$ cat src/rtl/img_proc_pkg.sv
// img_proc_pkg: constants shared by the frame classifier.
//   - shape codes carried in RESULT[2:1]
//   - RGB332 colour codes used as default pixel classes
//   - FSM state encoding of the classifier
package img_proc_pkg;

    localparam logic [1:0] SHAPE_NONE = 2'b00;
    localparam logic [1:0] SHAPE_TRI  = 2'b01;
    localparam logic [1:0] SHAPE_SQR  = 2'b10;
    localparam logic [1:0] SHAPE_DIA  = 2'b11;

    // RGB332 layout: RRR_GGG_BB
    localparam logic [7:0] RGB332_RED  = 8'b111_000_00;
    localparam logic [7:0] RGB332_BLUE = 8'b000_000_11;

    typedef enum logic [1:0] {
        ST_IDLE  = 2'd0,
        ST_ACCUM = 2'd1,
        ST_EVAL  = 2'd2,
        ST_HOLD  = 2'd3
    } fsm_state_t;

endpackage

$ cat src/rtl/band_counter.sv
// band_counter: one red/blue pixel counter pair for a single band.
//   i_clk, i_rst        clock, asynchronous active-high reset
//   i_clr               synchronous clear of both counters (wins over counting)
//   i_en                this band is the one currently being scanned
//   i_red, i_blue       current pixel matches the red / blue code
//   o_red_cnt,
//   o_blue_cnt          counts, saturating at all-ones
module band_counter
    import img_proc_pkg::*;
#(
    parameter int CNT_W = 16
) (
    input  logic             i_clk,
    input  logic             i_rst,
    input  logic             i_clr,
    input  logic             i_en,
    input  logic             i_red,
    input  logic             i_blue,
    output logic [CNT_W-1:0] o_red_cnt,
    output logic [CNT_W-1:0] o_blue_cnt
);

    localparam logic [CNT_W-1:0] CNT_ONE = {{(CNT_W-1){1'b0}}, 1'b1};

    logic [CNT_W-1:0] r_red;
    logic [CNT_W-1:0] r_blue;

    always_ff @(posedge i_clk or posedge i_rst) begin
        if (i_rst) begin
            r_red  <= '0;
            r_blue <= '0;
        end else if (i_clr) begin
            r_red  <= '0;
            r_blue <= '0;
        end else if (i_en) begin
            if (i_red && (r_red != '1))
                r_red <= r_red + CNT_ONE;
            if (i_blue && (r_blue != '1))
                r_blue <= r_blue + CNT_ONE;
        end
    end

    assign o_red_cnt  = r_red;
    assign o_blue_cnt = r_blue;

endmodule

$ cat src/rtl/frame_shape_classifier.sv
// frame_shape_classifier: per-frame colour and shape classifier on an RGB332
// camera stream. Counts red/blue pixels per horizontal band, then at frame end
// picks the colour from frame totals and the shape from the band profile.
//   CLK, RESET      pixel clock, asynchronous active-high reset
//   PIXEL_IN        pixel data, valid while HREF=1
//   HREF, VSYNC     row valid, frame sync (VSYNC rise = end of frame)
//   R_THRESH,
//   B_THRESH        minimum frame totals for red / blue
//   RESULT          [0] colour (1 red), [2:1] shape code
//   RESULT_VALID    one-cycle pulse when RESULT updates
// Build option FRAME_DEBOUNCE_EN: publish a code only when two consecutive
// frames evaluate to the same code.
//
// state    | meaning
// ST_IDLE  | after reset, waiting for the first frame start (VSYNC fall)
// ST_ACCUM | counting pixels and rows of the current frame
// ST_EVAL  | one cycle: classify the finished frame, register RESULT
// ST_HOLD  | RESULT held, waiting for the next frame start
module frame_shape_classifier
    import img_proc_pkg::*;
#(
    parameter int              PIX_W       = 8,
    parameter int              NUM_BANDS   = 3,
    parameter int              BAND_HEIGHT = 48,
    parameter int              CNT_W       = 16,
    parameter logic [PIX_W-1:0] RED_CODE   = PIX_W'(RGB332_RED),
    parameter logic [PIX_W-1:0] BLUE_CODE  = PIX_W'(RGB332_BLUE)
) (
    input  logic             CLK,
    input  logic             RESET,
    input  logic [PIX_W-1:0] PIXEL_IN,
    input  logic             HREF,
    input  logic             VSYNC,
    input  logic [CNT_W-1:0] R_THRESH,
    input  logic [CNT_W-1:0] B_THRESH,
    output logic [2:0]       RESULT,
    output logic             RESULT_VALID
);

    localparam int BAND_W = (NUM_BANDS > 1) ? $clog2(NUM_BANDS) : 1;
    localparam int ROW_W  = (BAND_HEIGHT > 1) ? $clog2(BAND_HEIGHT) : 1;
    localparam int MID    = NUM_BANDS / 2;
    localparam logic [ROW_W-1:0]  ROW_LAST  = ROW_W'(BAND_HEIGHT - 1);
    localparam logic [ROW_W-1:0]  ROW_ONE   = ROW_W'(1);
    localparam logic [BAND_W-1:0] BAND_LAST = BAND_W'(NUM_BANDS - 1);
    localparam logic [BAND_W-1:0] BAND_ONE  = BAND_W'(1);

    fsm_state_t        r_state;
    logic              r_vsync_d;
    logic              r_href_d;
    logic [ROW_W-1:0]  r_row;
    logic [BAND_W-1:0] r_band;
    logic [2:0]        r_result;
    logic              r_result_valid;
`ifdef FRAME_DEBOUNCE_EN
    logic [2:0]        r_prev_code;
`endif

    logic             w_vsync_rise;
    logic             w_vsync_fall;
    logic             w_href_fall;
    logic             w_clr;
    logic             w_count;
    logic             w_is_red;
    logic             w_is_blue;
    logic [CNT_W-1:0] w_red_cnt  [NUM_BANDS];
    logic [CNT_W-1:0] w_blue_cnt [NUM_BANDS];
    logic [CNT_W:0]   w_red_sum;
    logic [CNT_W:0]   w_blue_sum;
    logic [CNT_W-1:0] w_red_tot;
    logic [CNT_W-1:0] w_blue_tot;
    logic             w_sel_blue;
    logic             w_sel_red;
    logic [CNT_W-1:0] w_t;
    logic [CNT_W-1:0] w_m;
    logic [CNT_W-1:0] w_b;
    logic [CNT_W:0]   w_t_lim;
    logic [CNT_W:0]   w_b_lim;
    logic [1:0]       w_shape;
    logic [2:0]       w_code;

    assign w_vsync_rise = VSYNC & ~r_vsync_d;
    assign w_vsync_fall = ~VSYNC & r_vsync_d;
    assign w_href_fall  = ~HREF & r_href_d;

    // Counters are cleared on the same edge that enters ACCUM.
    assign w_clr     = ((r_state == ST_IDLE) || (r_state == ST_HOLD)) && w_vsync_fall;
    // VSYNC=0 here keeps a pixel coincident with the VSYNC rise out of the count.
    assign w_count   = (r_state == ST_ACCUM) && HREF && !VSYNC;
    assign w_is_red  = (PIXEL_IN == RED_CODE);
    assign w_is_blue = (PIXEL_IN == BLUE_CODE);

    for (genvar g = 0; g < NUM_BANDS; g++) begin : g_band
        band_counter #(.CNT_W(CNT_W)) u_band (
            .i_clk      (CLK),
            .i_rst      (RESET),
            .i_clr      (w_clr),
            .i_en       (w_count && (r_band == BAND_W'(g))),
            .i_red      (w_is_red),
            .i_blue     (w_is_blue),
            .o_red_cnt  (w_red_cnt[g]),
            .o_blue_cnt (w_blue_cnt[g])
        );
    end

    // Saturating frame totals.
    always_comb begin
        w_red_tot  = '0;
        w_blue_tot = '0;
        w_red_sum  = '0;
        w_blue_sum = '0;
        for (int i = 0; i < NUM_BANDS; i++) begin
            w_red_sum  = {1'b0, w_red_tot} + {1'b0, w_red_cnt[i]};
            w_red_tot  = w_red_sum[CNT_W] ? '1 : w_red_sum[CNT_W-1:0];
            w_blue_sum = {1'b0, w_blue_tot} + {1'b0, w_blue_cnt[i]};
            w_blue_tot = w_blue_sum[CNT_W] ? '1 : w_blue_sum[CNT_W-1:0];
        end
    end

    assign w_sel_blue = (w_blue_tot >= B_THRESH);
    assign w_sel_red  = !w_sel_blue && (w_red_tot >= R_THRESH);

    assign w_t = w_sel_blue ? w_blue_cnt[0]           : w_red_cnt[0];
    assign w_m = w_sel_blue ? w_blue_cnt[MID]         : w_red_cnt[MID];
    assign w_b = w_sel_blue ? w_blue_cnt[NUM_BANDS-1] : w_red_cnt[NUM_BANDS-1];

    // x + x/2 computed one bit wider so the 1.5x margin never wraps.
    assign w_t_lim = {1'b0, w_t} + {2'b00, w_t[CNT_W-1:1]};
    assign w_b_lim = {1'b0, w_b} + {2'b00, w_b[CNT_W-1:1]};

    always_comb begin
        w_shape = SHAPE_SQR;
        if (!(w_sel_blue || w_sel_red))
            w_shape = SHAPE_NONE;
        else if ({1'b0, w_b} > w_t_lim)
            w_shape = SHAPE_TRI;
        else if (({1'b0, w_m} > w_t_lim) && ({1'b0, w_m} > w_b_lim))
            w_shape = SHAPE_DIA;
    end

    assign w_code = {w_shape, w_sel_red};

    always_ff @(posedge CLK or posedge RESET) begin
        if (RESET) begin
            r_state        <= ST_IDLE;
            r_vsync_d      <= 1'b0;
            r_href_d       <= 1'b0;
            r_row          <= '0;
            r_band         <= '0;
            r_result       <= '0;
            r_result_valid <= 1'b0;
`ifdef FRAME_DEBOUNCE_EN
            r_prev_code    <= '0;
`endif
        end else begin
            r_vsync_d      <= VSYNC;
            r_href_d       <= HREF;
            r_result_valid <= 1'b0;

            case (r_state)
                ST_IDLE:  if (w_vsync_fall) r_state <= ST_ACCUM;
                ST_ACCUM: if (w_vsync_rise) r_state <= ST_EVAL;
                ST_EVAL: begin
                    r_state <= ST_HOLD;
`ifdef FRAME_DEBOUNCE_EN
                    if (w_code == r_prev_code) begin
                        r_result       <= w_code;
                        r_result_valid <= 1'b1;
                    end
                    r_prev_code <= w_code;
`else
                    r_result       <= w_code;
                    r_result_valid <= 1'b1;
`endif
                end
                ST_HOLD:  if (w_vsync_fall) r_state <= ST_ACCUM;
                default:  r_state <= ST_IDLE;
            endcase

            // Rows past the last band fold into it; band never wraps.
            if (w_clr) begin
                r_row  <= '0;
                r_band <= '0;
            end else if ((r_state == ST_ACCUM) && w_href_fall) begin
                if (r_row == ROW_LAST) begin
                    r_row <= '0;
                    if (r_band != BAND_LAST)
                        r_band <= r_band + BAND_ONE;
                end else begin
                    r_row <= r_row + ROW_ONE;
                end
            end
        end
    end

    assign RESULT       = r_result;
    assign RESULT_VALID = r_result_valid;

endmodule

$ cat config.mk
export PLATFORM = sky130hd
export DESIGN_NAME = frame_shape_classifier
export DESIGN_NICKNAME = d
export VERILOG_FILES = /design/src/rtl/img_proc_pkg.sv /design/src/rtl/band_counter.sv /design/src/rtl/frame_shape_classifier.sv
export SDC_FILE = /design/constraint.sdc
export NUM_CORES = 1
export LEC_CHECK = 0
export BUFFER_PORTS_ARGS = -buffer_cell sky130_fd_sc_hd__buf_2
export CAP_MARGIN = 25
export CORE_MARGIN = 1
export CORE_UTILIZATION = 50
export CTS_CLUSTER_DIAMETER = 60
export CTS_CLUSTER_SIZE = 14
export DETAILED_ROUTE_END_ITERATION = 10
export PLACE_DENSITY = 0.76
export RECOVER_POWER = 50
export SLEW_MARGIN = 20
export SYNTH_ARGS = -nofsm -noshare
export SYNTH_HDL_FRONTEND = slang
export SYNTH_HIERARCHICAL = 1
export SYNTH_SLANG_ARGS = --single-unit
export TNS_END_PERCENT = 20
$ cat constraint.sdc
create_clock -name CLK -period 11.9 [get_ports CLK]
set_input_delay 1.785 -clock CLK [delete_from_list [all_inputs] [get_ports CLK]]
set_output_delay 1.785 -clock CLK [all_outputs]
set_load 0.02 [all_outputs]
Word level (Yosys, flattened, before mapping)

Index checks and enable logic that the tools add are counted.

Multiplexer cells: 39
Reductions and logical operators: 42
Bitwise logic cells: 6
Magnitude comparators: 5
Equality and inequality tests: 17
Add/subtract/negate cells: 14

Operators with widths:

| kind                  | count |
|---|---|
| $mux 16               | 25 |
| $add 16x1->16 const B | 6 |
| $ne 16x16->1 const B  | 6 |
| $add 16x16->17        | 4 |
| $gt 16x17->1          | 3 |
| $add 16x15->17        | 2 |
| $ge 16x16->1          | 2 |
| $reduce_bool 2->1     | 12 |
| $mux 6                | 3 |
| $mux 2                | 8 |
| $logic_and 1x1->1     | 15 |
| $reduce_and 2->1      | 7 |
| $eq 8x2->1 const B    | 1 |
| $eq 8x8->1 const B    | 1 |
| $add 6x1->6 const B   | 1 |
| $eq 2x2->1 const B    | 3 |
| $eq 6x6->1 const B    | 1 |
| $pmux 2 s3            | 1 |
| $eq 2x1->1 const B    | 2 |
| $logic_not 2->1       | 2 |
| $ne 2x2->1 const B    | 2 |
| $and 1x1->1           | 3 |
| $not 1->1             | 3 |
| $reduce_and 3->1      | 1 |
| 6 further kinds       | 9 |

Register bits: 112
Logic and storage cells: 136

Longest topological paths before layout

Gate-level depths: netlist of run 1.

Depth after elaboration: 12
Depth in mapped cells: 54
Depth with buffers taken out: 52

Modules after synthesis

Netlist of run 1, hierarchy kept.

Modules (own cells, without submodules):

| module                 | instances | cells an instance | area each (µm²) | seq. area each (µm²) |
|---|---|---|---|---|
| frame_shape_classifier | 1         | 1039              | 7417.1          | 400.4 |
| band_counter           | 3         | 195               | 1830.5          | 800.8 |

Worst setup path after synthesis of run 1

Ideal clock, no wire load.

Path type: register to register
Start: reg g_band[1].u_band.r_blue[0]
End: reg r_result[1], in the netlist RESULT[1]
Required time: 11.770 ns
Library setup time: 0.130 ns
Path slack: 1.467 ns
Path buffers: 4
Arrival: 10.304 ns
Stages on the path, launching flop included: 53
Cells stage by stage: dfrtp_1 -> ha_1 -> fa_1 -> a21o_1 -> a21oi_1 -> nand2b_1 -> a21oi_1 -> nand4_1 -> a31oi_1 -> a31oi_1 -> nor2_1 -> a211oi_2 -> clkbuf_1 -> nand2_1 -> ha_1 -> nor2b_1 -> o21a_1 -> o21ai_1 -> (+17 left out) -> ha_1 -> a21o_1 -> a21o_1 -> a21oi_2 -> o211ai_1 -> a41o_1 -> o41a_1 -> and4_1 -> a2111o_1 -> a21oi_2 -> xor2_1 -> ha_1 -> nand3_1 -> nor3_1 -> a211oi_1 -> o21ai_1 -> a41oi_1 -> o22ai_1

Cells in the longest elaborated chain, start to end: 12
Elaborated cells on any way between the ends: 20
Classes of those cells: 4 x add/sub; 4 x order compare; 8 x mux; 4 x reduce/logical

Ends and longest elaborated chain:

| item                              | line                                                         | source |
|---|---|---|
| from (decl)                       | band_counter.sv:26                                           | `logic [CNT_W-1:0] r_blue;` |
| from (signal assigned)            | band_counter.sv:39                                           | `r_blue <= r_blue + CNT_ONE;` |
| $add 16x16->17                    | frame_shape_classifier.sv:115                                | `w_blue_sum = {1'b0, w_blue_tot} + {1'b0, w_blue_cnt[i]};` |
| $mux 16                           | frame_shape_classifier.sv:116                                | `w_blue_tot = w_blue_sum[CNT_W] ? '1 : w_blue_sum[CNT_W-1:0];` |
| $add 16x16->17                    | frame_shape_classifier.sv:115                                |  |
| $mux 16                           | frame_shape_classifier.sv:116                                |  |
| $ge 16x16->1                      | frame_shape_classifier.sv:120                                | `assign w_sel_blue = (w_blue_tot >= B_THRESH);` |
| $mux 16 (on tied branches)        | frame_shape_classifier.sv:123, frame_shape_classifier.sv:125 |  |
| $add 16x15->17 (on tied branches) | frame_shape_classifier.sv:128, frame_shape_classifier.sv:129 |  |
| $gt 16x17->1                      | frame_shape_classifier.sv:137                                | `else if (({1'b0, w_m} > w_t_lim) && ({1'b0, w_m} > w_b_lim))` |
| $logic_and 1x1->1                 | frame_shape_classifier.sv:137                                |  |
| $mux 1                            | frame_shape_classifier.sv:137                                |  |
| $mux 2                            | frame_shape_classifier.sv:135                                | `else if ({1'b0, w_b} > w_t_lim)` |
| $mux 2 *                          | frame_shape_classifier.sv:133                                | `if (!(w_sel_blue \|\| w_sel_red))` |
| to (signal assigned)              | frame_shape_classifier.sv:172                                | `r_result <= w_code;` |
| to (decl)                         | frame_shape_classifier.sv:53                                 | `logic [2:0] r_result;` |

Mark *: on every way between the ends. The rest lies on a longest branch, timed or not.
A chain may end at the register's enable or synchronous reset.

Worst setup path in the final report of run 1

Start: reg g_band[0].u_band.r_blue[0]
End: reg r_result[1], in the netlist RESULT[1]

Cells in the longest elaborated chain, start to end: 12
Elaborated cells on any way between the ends: 20
Classes of those cells: 4 x add/sub; 4 x order compare; 8 x mux; 4 x reduce/logical

Ends and longest elaborated chain:

| item                              | line |
|---|---|
| from (decl)                       | band_counter.sv:26 |
| from (signal assigned)            | band_counter.sv:39 |
| $add 16x16->17                    | frame_shape_classifier.sv:115 |
| $mux 16                           | frame_shape_classifier.sv:116 |
| $add 16x16->17                    | frame_shape_classifier.sv:115 |
| $mux 16                           | frame_shape_classifier.sv:116 |
| $ge 16x16->1                      | frame_shape_classifier.sv:120 |
| $mux 16 (on tied branches)        | frame_shape_classifier.sv:123, frame_shape_classifier.sv:125 |
| $add 16x15->17 (on tied branches) | frame_shape_classifier.sv:128, frame_shape_classifier.sv:129 |
| $gt 16x17->1                      | frame_shape_classifier.sv:137 |
| $logic_and 1x1->1                 | frame_shape_classifier.sv:137 |
| $mux 1                            | frame_shape_classifier.sv:137 |
| $mux 2                            | frame_shape_classifier.sv:135 |
| $mux 2 *                          | frame_shape_classifier.sv:133 |

Marked as above.

==> impl_metrics.ini, run 1 <==
[cts]
clkSinkCount = 112
clockRootBuffer = clkbuf_16
cts-buffers-inserted = 9
clk_latency_ps = 380
htreeDepth = 3
post-cts-setup-buffer-count = 0
cts_tree = yes
clockBufferDepth = 2
cts.reportedPaths.clkPinSlew_ps = 80

[layout]
utilization_pct = 54.5
syn_to_final_growth_pct = 6.70
final_net_count = 1889
fillers = 2392
drive_gt1_share_pct = 8.20
num_antenna_cells = 0

[placement]
gp_congestion = 0.963
hpwl_um = 27800
port_buffers = 47
dp_slack_ps = 849

[worst_hold_path]
hold_start = RESULT[0]
holdPathEnd = RESULT[0]
min_path_cells = 2
hp-class = flip-flop to flip-flop

[synthesis]
ys.flop_type = dfrtp_1
synthTopCellsByArea = dfrtp_1, ha_1, nand2_1
synth_area_um2 = 12900
synth-edff-count = 0
synth_cell_types = 76
synth.avg_cell_area_um2 = 7.95
synth_top_cell_by_area = dfrtp_1
synth.ff_latch_count = 112
syn_inst = 1624
async_flop_share_pct = 100
mappedNetlistNets = 1859
synth_top_cell_area_share_pct = 21.7
ys_warn_count = 6
yosysSeqAreaShare_pct = 21.7

[global_routing]
antenna_found_initial = 0
overflow = 0
grt_use_total_pct = 27.1
grt_first_pass_wirelength_um = 57200
grt_max_degree = 72
grt_pass1_vias = 11500

[detailed_routing]
first_pass_iters = 6
drtIter0Drc = 1227
avgViaCountPerCell = 6.17
wl_per_cell_um = 17.7
totalWireLength_um = 35200
drcViolationCount = 0
antenna_left = 0
vias = 12300

[timing]
rsz0062_at_grt = no
final_max_slew_viol_count = 99
hold_ws_ps = 527
setup_viol = 0
finalCriticalPeriod_ps = 10880
post-route-period-util_pct = 91.4
final.setup.tns_ps = 0
slew_headroom_pct = -30.5
max_freq_mhz = 91.9
hold_viol = 0
skew_ps = 15.1
layout_setup_ws_ps = 1020
worst_pin_slew_ps = 1960

[worst_setup_path]
r2r_start = g_band[0].u_band/o_blue_cnt[0]
critical-path-max-stage-delay_ps = 510
critPathMaxFanout = 26
startpoint_type = flip-flop
critPathRequiredTime_ps = 12150
r2r-end = RESULT[1]
path_common_cell = ha_1
end_kind = flip-flop
crit_slowest_cell = a211oi_4
crit_type = flip-flop to flip-flop
rrSetupSlack_ps = 1020
crit_arrival_ps = 11140
reg2reg_depth = 52

[run_status]
violations = capacitance limit, slew limit
outcome = complete, but fails checks

[power_and_ir_drop]
ir_drop_uv = 53.0
power_density_nw_per_um2 = 62.7
p_leak_uw = 0.00693
p_total_uw = 864

[job]
cap_violations = 3

[floorplan]
die_area_um2 = 26500
num_io_pins = 48
chipWidth_um = 163
die_h_um = 163
core_um2 = 25300
row_count = 58
start_util_pct = 51.1
## registers in the layout (all words and copies together), names as in the netlist
name,count
g_band.u_band/o_blue_cnt,48
g_band.u_band/o_red_cnt,48
r_row,6
RESULT,3
r_band,2
r_state,2
RESULT_VALID,1
r_href_d,1
r_vsync_d,1
## critical path: cells and delay by family (launching register included)
kind	cells	cell delay [ps]
xor+xnor	1	260
buf+inv	4	1150
compound gates	24	4990
flops	1	450
fa+ha+maj	7	1960
simple gates	16	1890
## where the power goes
group | internal (uW) | total, uW | switching, uW | leakage (uW)
sequential | 390 | 400 | 9.99 | 0.00155
combinational | 44.7 | 129 | 84.5 | 0.00523
clock | 170 | 335 | 165 | 0.000153
total | 604 | 864 | 260 | 0.00693
## layer usage
metal | track usage [%] | share of wire [%] | vias to the layer above | routed length [um]
met5 | 0 | 0 | - | 0
met2 | 44.6 | 47 | 382 | 16400
met1 | 37.0 | 45 | 5828 | 15900
li1 | - | - | 6016 | -
met3 | 3.77 | 6.4 | 56 | 2260
met4 | 7.82 | 1.9 | 0 | 670
## Yosys cell counts, drive strengths merged, types with 10 or more instances
master / n
and3: 19
or4: 19
clkbuf: 24
mux2: 23
a211oi: 16
inv: 82
or3: 40
xnor2: 38
ha: 185
nor2b: 42
mux2i: 10
o31ai: 30
o21a: 12
nand2: 247
or2: 15
a31oi: 23
a21o: 33
and4: 17
nand2b: 35
o21ai: 84
xor2: 42
dfrtp: 112
nor2: 84
buf: 11
nand4: 42
nand3: 54
nor4: 28
and2: 10
nor3: 47
a21oi: 123
## final cells by class
type / instances / area [um^2] / area share, %
clock buffer: 10 / 229 / 1.66
clock inverter: 6 / 83.8 / 0.609
inverter: 83 / 312 / 2.26
multi-input combinational: 1394 / 9660 / 70.1
sequential: 112 / 2800 / 20.3
tap: 330 / 413 / 3.00
timing repair buffer: 54 / 273 / 1.98
## timing repair
action,in CTS,in global routing
setup endpoints to repair,0,2
gates resized for setup,0,2
hold buffers,0,0
## logic make-up (layout without fill, tap and decap cells)
kind of cell | count (synthesis) | count (layout) | share of synthesized area [%]
AO/OA/AOI/OAI | 378 | 378 | 18.4
multiplexers | 33 | 33 | 2.78
buffers and inverters | 118 | 153 | 3.67
flip-flops | 112 | 112 | 21.7
adder cells (fa/ha/maj) | 194 | 194 | 19.1
XOR/XNOR | 80 | 80 | 5.49
AND/OR/NAND/NOR | 709 | 709 | 28.9
## per-stage QoR
| stage | instances | instance area [um^2] |
|---|---|---|
| 4_1_cts | 1989 | 13800 |
| 3_5_place_dp | 1973 | 13500 |
| 6_report | 1989 | 13800 |
| 3_3_place_gp | 1973 | 13500 |
| 5_1_grt | 1989 | 13800 |
| 2_1_floorplan | 1624 | 12900 |
## worst max-delay path by stage
stage / from / to / slack [ps] / cells after the start
finish: g_band[0].u_band/o_blue_cnt[0] / RESULT[1] / 1020 / 52
floorplan: g_band[1].u_band/o_blue_cnt[0] / RESULT[1] / 1470 / 52
detailed placement: g_band[1].u_band/o_blue_cnt[0] / RESULT[1] / 850 / 51
CTS: g_band[1].u_band/o_blue_cnt[0] / RESULT[1] / 840 / 51
global placement: g_band[1].u_band/o_blue_cnt[0] / RESULT[1] / 1230 / 52
global route: g_band[1].u_band/o_blue_cnt[0] / RESULT[1] / 20 / 52
## cell usage in the layout (no fill, tap or decap), types with 42 or more instances in the layout
| cell | Yosys | final |
|---|---|---|
| nand3_1 | 54 | 54 |
| nor3_1 | 44 | 44 |
| xor2_1 | 42 | 42 |
| a21oi_1 | 121 | 121 |
| nand2_1 | 247 | 247 |
| buf_2 | 4 | 44 |
| inv_1 | 82 | 82 |
| nor2_1 | 84 | 84 |
| o21ai_0 | 76 | 75 |
| ha_1 | 185 | 185 |
| nor2b_1 | 42 | 42 |
| dfrtp_1 | 112 | 112 |
Note: power is estimated with default switching activity, not from simulation.
==> run 2, diff against run 1 <==
--- a/config.mk
+++ b/config.mk
@@ -7,7 +7,7 @@
 export LEC_CHECK = 0
 export BUFFER_PORTS_ARGS = -buffer_cell sky130_fd_sc_hd__buf_2
 export CAP_MARGIN = 25
-export CORE_MARGIN = 1
+export CORE_MARGIN = 2
 export CORE_UTILIZATION = 50
 export CTS_CLUSTER_DIAMETER = 60
 export CTS_CLUSTER_SIZE = 14
==> run 2 against run 1 <==
Against the previous run: the flow still finishes with violations (capacitance limit, slew limit); worst setup slack worse by 130 ps; utilization is 0.15 points higher; die area is 2.5% higher; count of clock-buffer cells in the layout is 1 higher.
==> impl_metrics.ini, run 2 (same netlist as run 1, synthesis figures left out) <==
[layout]
final_common_cell = nand2_1
utilization_pct = 54.7
syn_to_final_growth_pct = 6.99
drive_gt1_share_pct = 8.59
layout_common_cells = nand2_1, ha_1, a21oi_1, dfrtp_1, nor2_1
num_antenna_cells = 0
regArea_um2 = 2800
multi_input_area_um2 = 9650
fillers = 2377
final_net_count = 1895

[power_and_ir_drop]
p_comb_share_pct = 15.2
clkPwrFrac_pct = 37.7
intPower_uw = 594
sw_frac_of_total_pct = 30.0
ir_drop_uv = 66.0
seq_power_share_pct = 47.1
p_sw_uw = 255
p_leak_uw = 0.00695
power_density_nw_per_um2 = 61.5

[cts]
clockRootBuffer = clkbuf_16
clkSinkCount = 112
cts-buffers-inserted = 9
cts_tree = yes
cts.reportedPaths.clkPinSlew_ps = 80
clk_latency_ps = 370
clockBufferDepth = 2
htreeDepth = 3
hold_buffers = 0

[detailed_routing]
first_pass_iters = 7
avgViaCountPerCell = 6.14
drcViolationCount = 0
vias = 12200
totalWireLength_um = 35000
drtIter0Drc = 1030
antenna_left = 0
wl_per_cell_um = 17.6

[floorplan]
start_util_pct = 51.1
row_count = 58
num_io_pins = 48
die_area_um2 = 27100
die_h_um = 165
core_um2 = 25300
chipWidth_um = 165

[timing]
setup_viol = 0
hold_viol = 0
slew_headroom_pct = -29.2
worst_pin_slew_ps = 1940
layout_setup_ws_ps = 890
finalCriticalPeriod_ps = 11010
hold_ws_ps = 513
final.setup.tns_ps = 0
rsz0062_at_grt = no
post-route-period-util_pct = 92.5
final_max_slew_viol_count = 99
max_freq_mhz = 90.8
skew_ps = 17.8

[placement]
hpwl_um = 27700
port_buffers = 47
gp_congestion = 0.981
dp_slack_ps = 516

[worst_setup_path]
critical-path-max-stage-delay_ps = 530
r2r_start = g_band[1].u_band/o_blue_cnt[0]
r2r-end = RESULT[1]
cp-endpoint = RESULT[1]
startpoint_type = flip-flop
crit_slowest_cell = a211oi_4
path_common_cell = ha_1
critPathMaxFanout = 25
end_kind = flip-flop
reg2reg_depth = 52
crit_arrival_ps = 11260
rrSetupSlack_ps = 890
crit_type = flip-flop to flip-flop
cp-startpoint = g_band[1].u_band/o_blue_cnt[0]
critPathRequiredTime_ps = 12150

[global_routing]
grt_first_pass_wirelength_um = 57000
grt_pass1_vias = 11500
antenna_found_initial = 0
grt_use_total_pct = 26.3
grt_max_degree = 84
overflow = 0

[run_status]
outcome = complete, but fails checks
violations = capacitance limit, slew limit

[worst_hold_path]
hp-class = flip-flop to flip-flop
hold_start = r_vsync_d
min_path_cells = 1

[job]
cap_violations = 3
run 2: through the flow:
stage	area [um^2]	cells	total power, uW
after floorplan	12900	1624	502
after global placement	13500	1974	533
after detailed placement	13500	1974	538
after CTS	13800	1990	860
after global routing	13800	1995	892
final	13800	1995	849
run 2: power by group through the flow:
stage                     logic (uW)  registers (uW)  clock network [uW]
final                            129             400                 320
after global routing             149             401                 342
after CTS                        131             399                 329
after detailed placement         131             407                   0
after global placement           126             406                   0
after floorplan                 95.4             406                   0
run 2: routing by layer:
metal	vias up	GRT usage (%)	part of all wire, %
met5	-	0	0
met4	0	8.06	2.4
met3	56	2.89	5.6
met2	373	44.0	46
met1	5783	35.9	46
li1	6037	-	-
run 2: area by class of cell:
cell class / count / share of cell area [%]
well taps: 330 / 2.99
inverters: 83 / 2.28
clock inverters: 5 / 0.399
repair buffers: 60 / 2.30
flip-flops and latches: 112 / 20.3
multi-input cells: 1394 / 69.9
clock buffers: 11 / 1.83
run 2: how the worst min path moves through the flow:
stage	end	slack [ps]
after floorplan	r_state[1]	450
after global placement	r_state[1]	490
after detailed placement	r_state[1]	510
after CTS	r_state[1]	510
after global routing	r_state[1]	560
final	r_state[1]	510
run 2: repair_timing:
item                       4_1_cts  5_1_grt
buffers inserted                 0        5
resized for setup                0        2
setup endpoints to repair        0        2
run 2: critical path, delay by kind of cell (launching register included):
kind / cells / cell delay (ps)
and+or+nand+nor: 16 / 1890
AOI/OAI and AO/OA: 23 / 5280
adders and majority gates: 7 / 1990
DFF: 1 / 450
buffers and inverters: 5 / 990
xor gates and xnor gates: 1 / 260
